### config.mk
export PLATFORM = sky130hd
export DESIGN_NAME = vector_scale_pipe
export DESIGN_NICKNAME = d
export VERILOG_FILES = /design/src/rtl/vector_alu_pkg.sv /design/src/rtl/vector_scale_pipe_scale_lane.sv /design/src/rtl/vector_scale_pipe.sv
export SDC_FILE = /design/constraint.sdc
export NUM_CORES = 1
export LEC_CHECK = 0
export BUFFER_PORTS_ARGS = -buffer_cell sky130_fd_sc_hd__buf_2
export CORE_ASPECT_RATIO = 0.7
export CORE_MARGIN = 1
export CORE_UTILIZATION = 45
export DETAILED_ROUTE_END_ITERATION = 7
export GPL_ROUTABILITY_DRIVEN = 0
export GPL_TIMING_DRIVEN = 0
export PLACE_DENSITY = 0.75
export SLEW_MARGIN = 20
export SYNTH_ARGS = -nofsm -noshare
export SYNTH_HDL_FRONTEND = slang
export SYNTH_HIERARCHICAL = 1
export SYNTH_SLANG_ARGS = --single-unit
### constraint.sdc
create_clock -name clk -period 6.5 [get_ports clk]
set_clock_uncertainty 0.15 [all_clocks]
set_input_delay 0.975 -clock clk [delete_from_list [all_inputs] [get_ports clk]]
set_output_delay 0.975 -clock clk [all_outputs]
set_load 0.03 [all_outputs]
### src/rtl/vector_alu_pkg.sv
// Shared types and default widths for the vector scaler.
//   scale_mode_e : per-lane scale factor select (x1, x1.5, x1.25, x1.125)
//   DEF_*        : default parameter values for vector_scale_pipe
package vector_alu_pkg;

  typedef enum logic [1:0] {
    SCL_X1     = 2'b00,
    SCL_X1P5   = 2'b01,
    SCL_X1P25  = 2'b10,
    SCL_X1P125 = 2'b11
  } scale_mode_e;

  localparam int unsigned DEF_LANES = 4;
  localparam int unsigned DEF_IN_W  = 20;
  localparam int unsigned DEF_EXP_W = 8;
  localparam int unsigned DEF_MAN_W = 23;

endpackage

### src/rtl/vector_scale_pipe_scale_lane.sv
// Per-lane combinational datapath for the scaler.
// Stage-1 section: magnitude + mode -> scaled sum S = 8m + A.
// Stage-2 section: S + sign + exponent -> {sign,exp,man} word with carry
// normalisation, exponent saturation and zero handling.
// Ports:
//   i_mag, i_mode -> o_sum           (stage-1 function)
//   i_sign, i_sum, i_exp -> o_word, o_sat (stage-2 function)
module scale_lane
  import vector_alu_pkg::*;
#(
  parameter int unsigned IN_W  = DEF_IN_W,
  parameter int unsigned EXP_W = DEF_EXP_W,
  parameter int unsigned MAN_W = DEF_MAN_W
) (
  input  logic [IN_W-2:0]          i_mag,
  input  scale_mode_e              i_mode,
  output logic [MAN_W:0]           o_sum,
  input  logic                     i_sign,
  input  logic [MAN_W:0]           i_sum,
  input  logic [EXP_W-1:0]         i_exp,
  output logic [EXP_W+MAN_W:0]     o_word,
  output logic                     o_sat
);

  localparam int unsigned SUM_W = MAN_W + 1;

  logic [SUM_W-1:0] w_m;
  logic [SUM_W-1:0] w_add;
  logic             w_carry;
  logic [MAN_W-1:0] w_man;
  logic [EXP_W:0]   w_e;
  logic [EXP_W:0]   w_e_lim;
  logic [EXP_W-1:0] w_e_sat;

  // Stage 1: scale by 8 plus the mode-selected addend; S carries 3 fraction bits of headroom.
  always_comb begin
    w_m   = SUM_W'(i_mag);
    w_add = '0;
    unique case (i_mode)
      SCL_X1:     w_add = '0;
      SCL_X1P5:   w_add = w_m << 2;
      SCL_X1P25:  w_add = w_m << 1;
      SCL_X1P125: w_add = w_m;
      default:    w_add = '0;
    endcase
    o_sum = (w_m << 3) + w_add;
  end

  // Stage 2: normalise the carry, saturate the exponent, zero overrides everything.
  always_comb begin
    w_e_lim = (EXP_W+1)'({EXP_W{1'b1}});
    w_e_sat = {{(EXP_W-1){1'b1}}, 1'b0};
    w_carry = i_sum[SUM_W-1];
    w_man   = w_carry ? i_sum[SUM_W-1:1] : i_sum[MAN_W-1:0];
    w_e     = (EXP_W+1)'(i_exp) + (EXP_W+1)'(w_carry);
    o_word  = {i_sign, w_e[EXP_W-1:0], w_man};
    o_sat   = 1'b0;
    if (i_sum == '0) begin
      o_word = {i_sign, {EXP_W{1'b0}}, {MAN_W{1'b0}}};
    end else if (w_e >= w_e_lim) begin
      o_word = {i_sign, w_e_sat, {MAN_W{1'b1}}};
      o_sat  = 1'b1;
    end
  end

endmodule

### src/rtl/vector_scale_pipe.sv
// Multi-lane two-stage pipelined scaler: sign-magnitude lanes in,
// {sign,exp,man} words out, valid/ready on both sides.
// Optional feature macro: VSCALE_SAT_CNT_EN adds the sat_cnt port and a
// saturating count of saturated lanes delivered downstream.
// Ports:
//   clk, rst_n            clock, async active-low reset
//   in_valid/in_ready     input handshake (in_ready combinational)
//   in_data, in_mode      lane payload and per-lane scale mode
//   in_exp                exponent shared by the transaction
//   out_valid/out_ready   output handshake
//   out_data, out_sat     lane words and per-lane saturation flags
//   sat_cnt               saturated-lane counter (VSCALE_SAT_CNT_EN only)
module vector_scale_pipe
  import vector_alu_pkg::*;
#(
  parameter int unsigned LANES = DEF_LANES,
  parameter int unsigned IN_W  = DEF_IN_W,
  parameter int unsigned EXP_W = DEF_EXP_W,
  parameter int unsigned MAN_W = DEF_MAN_W
) (
  input  logic                           clk,
  input  logic                           rst_n,
  input  logic                           in_valid,
  output logic                           in_ready,
  input  logic [LANES*IN_W-1:0]          in_data,
  input  logic [LANES*2-1:0]             in_mode,
  input  logic [EXP_W-1:0]               in_exp,
  output logic                           out_valid,
  input  logic                           out_ready,
  output logic [LANES*(1+EXP_W+MAN_W)-1:0] out_data,
  output logic [LANES-1:0]               out_sat
`ifdef VSCALE_SAT_CNT_EN
  ,
  output logic [15:0]                    sat_cnt
`endif
);

  localparam int unsigned SUM_W  = MAN_W + 1;
  localparam int unsigned WORD_W = 1 + EXP_W + MAN_W;

  if (IN_W > MAN_W - 2) begin : g_bad_cfg
    $error("vector_scale_pipe: IN_W must be <= MAN_W-2");
  end

  logic                          r_v1;
  logic [LANES-1:0]              r_s1_sign;
  logic [LANES-1:0][SUM_W-1:0]   r_s1_sum;
  logic [EXP_W-1:0]              r_s1_exp;
  logic                          r_v2;
  logic [LANES-1:0][WORD_W-1:0]  r_out_word;
  logic [LANES-1:0]              r_out_sat;

  logic [LANES-1:0][SUM_W-1:0]   w_sum;
  logic [LANES-1:0][WORD_W-1:0]  w_word;
  logic [LANES-1:0]              w_sat;
  logic                          w_ld1;
  logic                          w_ld2;

  // A stage loads when it is empty or its successor is taking its contents.
  assign w_ld2    = !r_v2 || out_ready;
  assign w_ld1    = !r_v1 || w_ld2;
  assign in_ready = w_ld1;

  for (genvar i = 0; i < LANES; i++) begin : g_lane
    scale_lane #(
      .IN_W  (IN_W),
      .EXP_W (EXP_W),
      .MAN_W (MAN_W)
    ) u_lane (
      .i_mag  (in_data[i*IN_W +: IN_W-1]),
      .i_mode (scale_mode_e'(in_mode[2*i +: 2])),
      .o_sum  (w_sum[i]),
      .i_sign (r_s1_sign[i]),
      .i_sum  (r_s1_sum[i]),
      .i_exp  (r_s1_exp),
      .o_word (w_word[i]),
      .o_sat  (w_sat[i])
    );
  end

  // Stage 1 register: scaled sums, signs and shared exponent.
  always_ff @(posedge clk or negedge rst_n) begin
    if (!rst_n) begin
      r_v1      <= 1'b0;
      r_s1_sign <= '0;
      r_s1_sum  <= '0;
      r_s1_exp  <= '0;
    end else if (w_ld1) begin
      r_v1 <= in_valid;
      if (in_valid) begin
        for (int i = 0; i < LANES; i++) begin
          r_s1_sign[i] <= in_data[i*IN_W + IN_W - 1];
        end
        r_s1_sum <= w_sum;
        r_s1_exp <= in_exp;
      end
    end
  end

  // Stage 2 register: final words; held while the consumer stalls.
  always_ff @(posedge clk or negedge rst_n) begin
    if (!rst_n) begin
      r_v2       <= 1'b0;
      r_out_word <= '0;
      r_out_sat  <= '0;
    end else if (w_ld2) begin
      r_v2 <= r_v1;
      if (r_v1) begin
        r_out_word <= w_word;
        r_out_sat  <= w_sat;
      end
    end
  end

  assign out_valid = r_v2;
  assign out_data  = r_out_word;
  assign out_sat   = r_out_sat;

`ifdef VSCALE_SAT_CNT_EN
  logic [15:0] r_sat_cnt;
  logic [15:0] w_pop;
  logic [16:0] w_cnt_sum;

  // Popcount of saturated lanes handed downstream this cycle.
  always_comb begin
    w_pop = '0;
    for (int i = 0; i < LANES; i++) begin
      w_pop = w_pop + 16'(r_out_sat[i]);
    end
    w_cnt_sum = 17'(r_sat_cnt) + 17'(w_pop);
  end

  always_ff @(posedge clk or negedge rst_n) begin
    if (!rst_n) begin
      r_sat_cnt <= '0;
    end else if (r_v2 && out_ready) begin
      r_sat_cnt <= w_cnt_sum[16] ? 16'hFFFF : w_cnt_sum[15:0];
    end
  end

  assign sat_cnt = r_sat_cnt;
`endif

endmodule
==> flow_summary.json, run 1 <==
{
  "syn_inst": 1813,
  "endpoint_kind": "register",
  "fin_hold_ws_ns": 0.2053,
  "grt_overflow": 0,
  "hold_buffers": 0,
  "grt_pass1_vias": 13471,
  "synth_enable_flop_cells": 0,
  "grt_max_degree": 100,
  "grt_pass1_wl_mm": 70.30,
  "vias": 14501,
  "cts_tree": "built",
  "hpwl_mm": 34.23,
  "clk_latency_ns": 0.54,
  "dp_slack_ns": 1.848,
  "design_area_um2": 19890,
  "die_h_um": 165.1,
  "boundaryPins": 234,
  "syn_area_per_cell_um2": 9.432,
  "clock_sinks": 242,
  "finalSetupTns_ns": 0,
  "cts_resized": 0,
  "layout.cells.non_filler": 2581,
  "cts_buffers": 26,
  "die_w_um": 235.0,
  "final_layout_size_suffix_gt1_frac": 0.2682,
  "grt_use_total": 0.2213,
  "status": "completed",
  "hold_viol": 0,
  "ys_ff_latch": 242,
  "netlist_area_um2": 17100,
  "rows": 59,
  "start_kind": "input pin",
  "yosysUniqueCellTypes": 81,
  "cts_setup_buffers": 0,
  "ir_drop_v": 0.0002225,
  "die_area_um2": 38800,
  "drt_iter0_markers": 1037,
  "vias_per_cell": 5.618,
  "rsz0062_at_grt": "false",
  "wl_mm": 44.48,
  "final_antenna_net_count": 0,
  "antenna_found_initial": 1,
  "relSlewSlack": 0.2886,
  "dr.pass1.iters": 6,
  "finalSetupViolations": 0,
  "syn-num-nets": 1997,
  "min_period_ns": 4.220,
  "cts_buffer_depth": 3,
  "p_per_area_nw_per_um2": 351.4,
  "reg2reg_to": "out_data[112]$_DFFE_PN0P_",
  "crit_fanout": 10,
  "cts-root-buf": "clkbuf_16",
  "fmax_mhz": 237.0,
  "setup_slack_ns": 2.280,
  "placed_area_um2": 18920,
  "post-route-period-util": 0.6492,
  "hold_class": "in2async",
  "clk_pin_slew_ns": 0.06,
  "tightestPinTransition_ns": 1.067,
  "yosysWarnings": 6,
  "slew_violations": 0,
  "rrSetupSlack_ns": 3.58,
  "ctsHtreeMaxLevel": 1,
  "cp.arrival_ns": 4.49,
  "initial_core_util": 0.4587,
  "synthFlopType": "dfrtp_1",
  "r2r_start": "r_s1_exp[3]$_DFFE_PN0P_",
  "path_class": "in2reg",
  "drt-wirelength-per-cell_um": 17.23,
  "synth-seq-area-share": 0.3541,
  "p_leak_nw": 9.465,
  "synthArstFlopShare": 1.000,
  "cap_violations": 0,
  "p_total_mw": 6.988,
  "syn_to_final_growth_pct": 16.29,
  "utilization": 0.5334,
  "dpl.cell_count": 2532,
  "route.detailed.drc": 0,
  "core_area_um2": 37280,
  "reg2reg_depth": 8,
  "worstPathRequired_ns": 6.77,
  "port_buffers": 229,
  "nets": 2256
}
[logic make-up (layout without fill, tap and decap cells)]
family / Yosys count / after routing / synth area share
xor+xnor: 77 / 77 / 0.03944
flops: 242 / 242 / 0.3541
buf+inv: 185 / 464 / 0.05312
fa+ha+maj: 84 / 84 / 0.06322
compound gates: 396 / 396 / 0.1435
other cells: 4 / 5 / 0.0008778
mux: 338 / 338 / 0.2154
simple gates: 487 / 487 / 0.1303
[critical path, cell delays in order]
cell and delay (ns):
buf_2 0.10, clkbuf_1 0.38, clkbuf_1 0.46, o21ai_0 0.18
ha_1 0.24, fa_1 0.45, a211oi_1 0.34, o211ai_1 0.16
a221oi_2 0.47, o21ai_0 0.14, o21ai_0 0.23, xnor2_1 0.09
mux2_2 0.25
[registers in the layout (all words and copies together), names as in the netlist]
register and cells:
r_v1 1, out_data 128, out_sat 4, r_s1_exp 8, r_s1_sign 4, out_valid 1
r_s1_sum 96
[Yosys cell counts, drive strengths merged, types with 3 or more instances]
| library cell | number | area share |
|---|---|---|
| o31ai | 10 | 0.0047 |
| nand2b | 5 | 0.0018 |
| a211oi | 17 | 0.0075 |
| nor4 | 24 | 0.0091 |
| a31oi | 8 | 0.0029 |
| nand4 | 16 | 0.0059 |
| nand3 | 37 | 0.011 |
| nor2 | 71 | 0.016 |
| o211ai | 5 | 0.0022 |
| o22ai | 3 | 0.0011 |
| a221oi | 4 | 0.0028 |
| nand3b | 7 | 0.0033 |
| inv | 86 | 0.019 |
| fa | 4 | 0.0047 |
| and4 | 3 | 0.0017 |
| o21ai | 185 | 0.055 |
| o31a | 4 | 0.0020 |
| xor2 | 33 | 0.017 |
| mux2 | 240 | 0.16 |
| and2 | 4 | 0.0015 |
| dfrtp | 242 | 0.35 |
| nor2b | 15 | 0.0055 |
| a2111oi | 3 | 0.0015 |
| a21boi | 4 | 0.0022 |
| xnor2 | 44 | 0.023 |
| a21o | 17 | 0.0075 |
| clkbuf | 50 | 0.011 |
| o21bai | 10 | 0.0044 |
| ha | 80 | 0.059 |
| nor3b | 3 | 0.0013 |
| and3 | 11 | 0.0044 |
| conb | 4 | 0.00088 |
| nand2 | 269 | 0.059 |
| a21oi | 96 | 0.033 |
| buf | 49 | 0.023 |
| nor3 | 11 | 0.0032 |
| and3b | 5 | 0.0026 |
| o21a | 9 | 0.0040 |
| mux2i | 98 | 0.057 |
[how the worst max path moves through the flow]
stage | startpoint | endpoint | slack (ns) | depth (start not counted)
after floorplan | in_mode[7] | r_s1_sum[90]$_DFFE_PN0P_ | 2.59 | 13
after global placement | rst_n | r_s1_sum[56]$_DFFE_PN0P_ | 0.14 | 1
after detailed placement | in_mode[2] | r_s1_sum[45]$_DFFE_PN0P_ | 1.85 | 13
final | in_mode[2] | r_s1_sum[45]$_DFFE_PN0P_ | 2.28 | 13
after global routing | in_mode[2] | r_s1_sum[45]$_DFFE_PN0P_ | 2.10 | 13
after CTS | in_mode[2] | r_s1_sum[45]$_DFFE_PN0P_ | 2.39 | 13
[cells in the final DEF (no fill, tap or decap), types with 27 or more instances in the layout]
cell type and n:
nand2_1 268, dfrtp_1 242, buf_2 234, mux2_2 193, o21ai_0 181, mux2i_1 98
inv_1 84, ha_1 80, a21oi_1 76, nor2_1 69, clkbuf_1 51, mux2_1 47
xnor2_1 44, nand3_1 37, xor2_1 33, clkbuf_16 27
[layer usage]
layer  track usage  share of wire  vias to the layer above
li1              -              -                     6962
met5             0              0                        -
met1        0.3172           0.47                     7018
met3       0.03690          0.061                       61
met2        0.3528           0.44                      460
met4       0.04366          0.020                        0
[final cells by class]
class,count,area (µm²)
Clock buffer,32,734.5
Clock inverter,16,226.5
Multi-Input combinational cell,1386,10140
Timing Repair Buffer,231,1211
Inverter,86,322.8
Sequential cell,242,6056
Buffer,99,585.6
Fill cell,3318,17390
Antenna cell,1,2.502
Tap cell,488,610.6
[where the power goes]
part / internal [mW] / switching [mW] / leakage, nW / total, mW
combinational: 1.15 / 1.72 / 6.12 / 2.86
clock: 1.01 / 0.651 / 0.474 / 1.66
sequential: 2.03 / 0.433 / 2.88 / 2.47
(Power assumes the default switching activity.)
==> run 2: changes to the inputs <==
--- a/config.mk
+++ b/config.mk
@@ -12,7 +12,7 @@
 export DETAILED_ROUTE_END_ITERATION = 7
 export GPL_ROUTABILITY_DRIVEN = 0
 export GPL_TIMING_DRIVEN = 0
-export PLACE_DENSITY = 0.75
+export PLACE_DENSITY = 0.77
 export SLEW_MARGIN = 20
 export SYNTH_ARGS = -nofsm -noshare
 export SYNTH_HDL_FRONTEND = slang
==> constraint.sdc (replaced) <==
create_clock -name clk -period 3.71 [get_ports clk]
set_clock_uncertainty 0.15 [all_clocks]
set_input_delay 0.5565 -clock clk [delete_from_list [all_inputs] [get_ports clk]]
set_output_delay 0.5565 -clock clk [all_outputs]
set_load 0.03 [all_outputs]
==> flow_summary.json, run 2 (synthesized netlist as in run 1, its figures left out) <==
{
  "status": "completed",
  "setup_slack_ns": 0.2069,
  "min_period_ns": 3.503,
  "nets": 2256,
  "worstPathCellList": "clkbuf_1 > clkbuf_2 > o21ai_0 > nand2_1 > o21ai_0 > fa_1 > a211oi_1 > o211ai_1 > a221oi_2 > o21ai_0 > o21ai_0 > xnor2_1 > mux2_2",
  "switchingPower_mw": 4.909,
  "p_comb_frac": 0.420,
  "dr.pass1.iters": 5,
  "cpPeakStageDelay_ns": 0.51,
  "grt_use_total": 0.2242,
  "syn_to_final_growth_pct": 15.87,
  "start_kind": "input pin",
  "crit_path_frequent_cell": "o21ai_0",
  "hpwl_mm": 34.55,
  "cts-root-buf": "clkbuf_16",
  "hold_class": "in2reg",
  "die_w_um": 235.0,
  "fmax_mhz": 285.5,
  "cp.arrival_ns": 3.78,
  "grt_pass1_wl_mm": 71.19,
  "largest_register_ffs": 128,
  "final_layout_size_suffix_gt1_frac": 0.2699,
  "layout_common_cells": "nand2_1, dfrtp_1, buf_2, mux2_2, o21ai_0",
  "clkPwrFrac": 0.220,
  "slew_violations": 0,
  "p_int_mw": 7.096,
  "boundaryPins": 234,
  "ctsHtreeMaxLevel": 1,
  "ir_drop_v": 0.0004102,
  "cpMaxStageDelayCell": "fa_1",
  "die_area_um2": 38800,
  "die_h_um": 165.1,
  "hold_viol": 0,
  "drt-wirelength-per-cell_um": 17.37,
  "finalSetupViolations": 0,
  "core_area_um2": 37280,
  "dpl.cell_count": 2532,
  "rsz0062_at_grt": "false",
  "n_fill_cell": 3323,
  "clock_sinks": 242,
  "rows": 59,
  "cap_violations": 0,
  "cpLargestDelayFamily": "compound AO/OA/AOI/OAI gates",
  "endpoint_kind": "register",
  "grt_max_degree": 99,
  "p_total_mw": 12.01,
  "cts_tree": "built",
  "wl_mm": 44.82,
  "path_class": "in2reg",
  "path_buf_inv": 2,
  "whs_path_depth": 2,
  "crit_fanout": 10,
  "p_per_area_nw_per_um2": 605.9,
  "cts_buffers": 26,
  "crit_cells": 13,
  "clk_latency_ns": 0.54,
  "vias": 14537,
  "vias_per_cell": 5.634,
  "port_buffers": 229,
  "post-route-period-util": 0.9442,
  "clk_pin_slew_ns": 0.07,
  "finalSetupTns_ns": 0,
  "antenna_found_initial": 2,
  "seqPwrFrac": 0.360,
  "p_leak_nw": 9.438,
  "relSlewSlack": 0.3328,
  "final_common_cell": "nand2_1",
  "cts_buffer_depth": 3,
  "grt_pass1_vias": 13583,
  "initial_core_util": 0.4587,
  "drt_iter0_markers": 1038,
  "grt_overflow": 0,
  "worstPathRequired_ns": 3.98,
  "layout.cells.non_filler": 2580,
  "dp_slack_ns": -0.5058,
  "route.detailed.drc": 0,
  "tightestPinTransition_ns": 1.001,
  "p_sw_frac": 0.4089,
  "fin_hold_ws_ns": 0.1046,
  "final_antenna_net_count": 0,
  "cts_setup_buffers": 0,
  "reg2reg_depth": 7
}
-- run 2: metal layers --
metal	share of wire	wire length [µm]	GRT usage
met5	0	0	0
met3	0.055	2450	0.03424
met4	0.023	1026	0.05891
met1	0.48	21500	0.3240
met2	0.44	19840	0.3496
-- run 2: what timing repair did --
action / 4_1_cts / 5_1_grt
endpoints found under the setup margin: 0 / 11
hold buffers: 1 / 0
gates resized for setup: 0 / 10
endpoints found under the hold margin: 51 / 0
-- run 2: area by class of cell --
type                    instances  area, µm²  share of cell area
clock inverters                12      107.6            0.005431
diodes                          2      5.005           0.0002526
repair buffers                232       1221             0.06163
inverters                      86      322.8             0.01629
clock buffers                  34      762.0             0.03846
well taps                     488      610.6             0.03082
multi-input cells            1386      10140              0.5119
plain buffers                  98      586.8             0.02962
flip-flops and latches        242       6056              0.3056
-- run 2: final timing paths --
path	startpoint	end	slack (ns)
setup / recovery	in_mode[3]	r_s1_sum[45]$_DFFE_PN0P_	0.21
hold / removal	in_data[59]	r_s1_sign[2]$_DFFE_PN0P_	0.10
setup reg to reg	r_s1_sum[14]$_DFFE_PN0P_	out_data[21]$_DFFE_PN0P_	0.75
hold reg to reg	out_data[87]$_DFFE_PN0P_	out_data[87]$_DFFE_PN0P_	0.34
max in group asynchronous	rst_n	r_v1$_DFFE_PN0P_	2.19
min in group asynchronous	rst_n	out_data[5]$_DFFE_PN0P_	0.38
-- run 2: power groups by stage --
stage,clock (mW),combinational (mW),sequential [mW]
2_1_floorplan,0,2.44,5.36
3_3_place_gp,0,4.90,4.32
3_5_place_dp,0,5.02,4.37
4_1_cts,2.71,5.05,4.32
5_1_grt,2.82,5.44,4.45
6_report,2.64,5.04,4.33
-- run 2: worst reg2reg max path, cell delays in order (launching register included) --
cell      delay [ns]
dfrtp_1         0.42
nor4_1          0.67
nand4_1         0.29
nor2_1          0.46
nand4b_4        0.28
buf_6           0.18
nand2_1         0.12
mux2_2          0.28
-- run 2: metrics by stage --
| stage | utilization | cell area [µm²] |
|---|---|---|
| 2_1_floorplan | - | 17100 |
| 3_3_place_gp | 0.5058 | 18860 |
| 3_5_place_dp | 0.5076 | 18920 |
| 4_1_cts | 0.5312 | 19800 |
| 5_1_grt | 0.5315 | 19810 |
| 6_report | 0.5315 | 19810 |
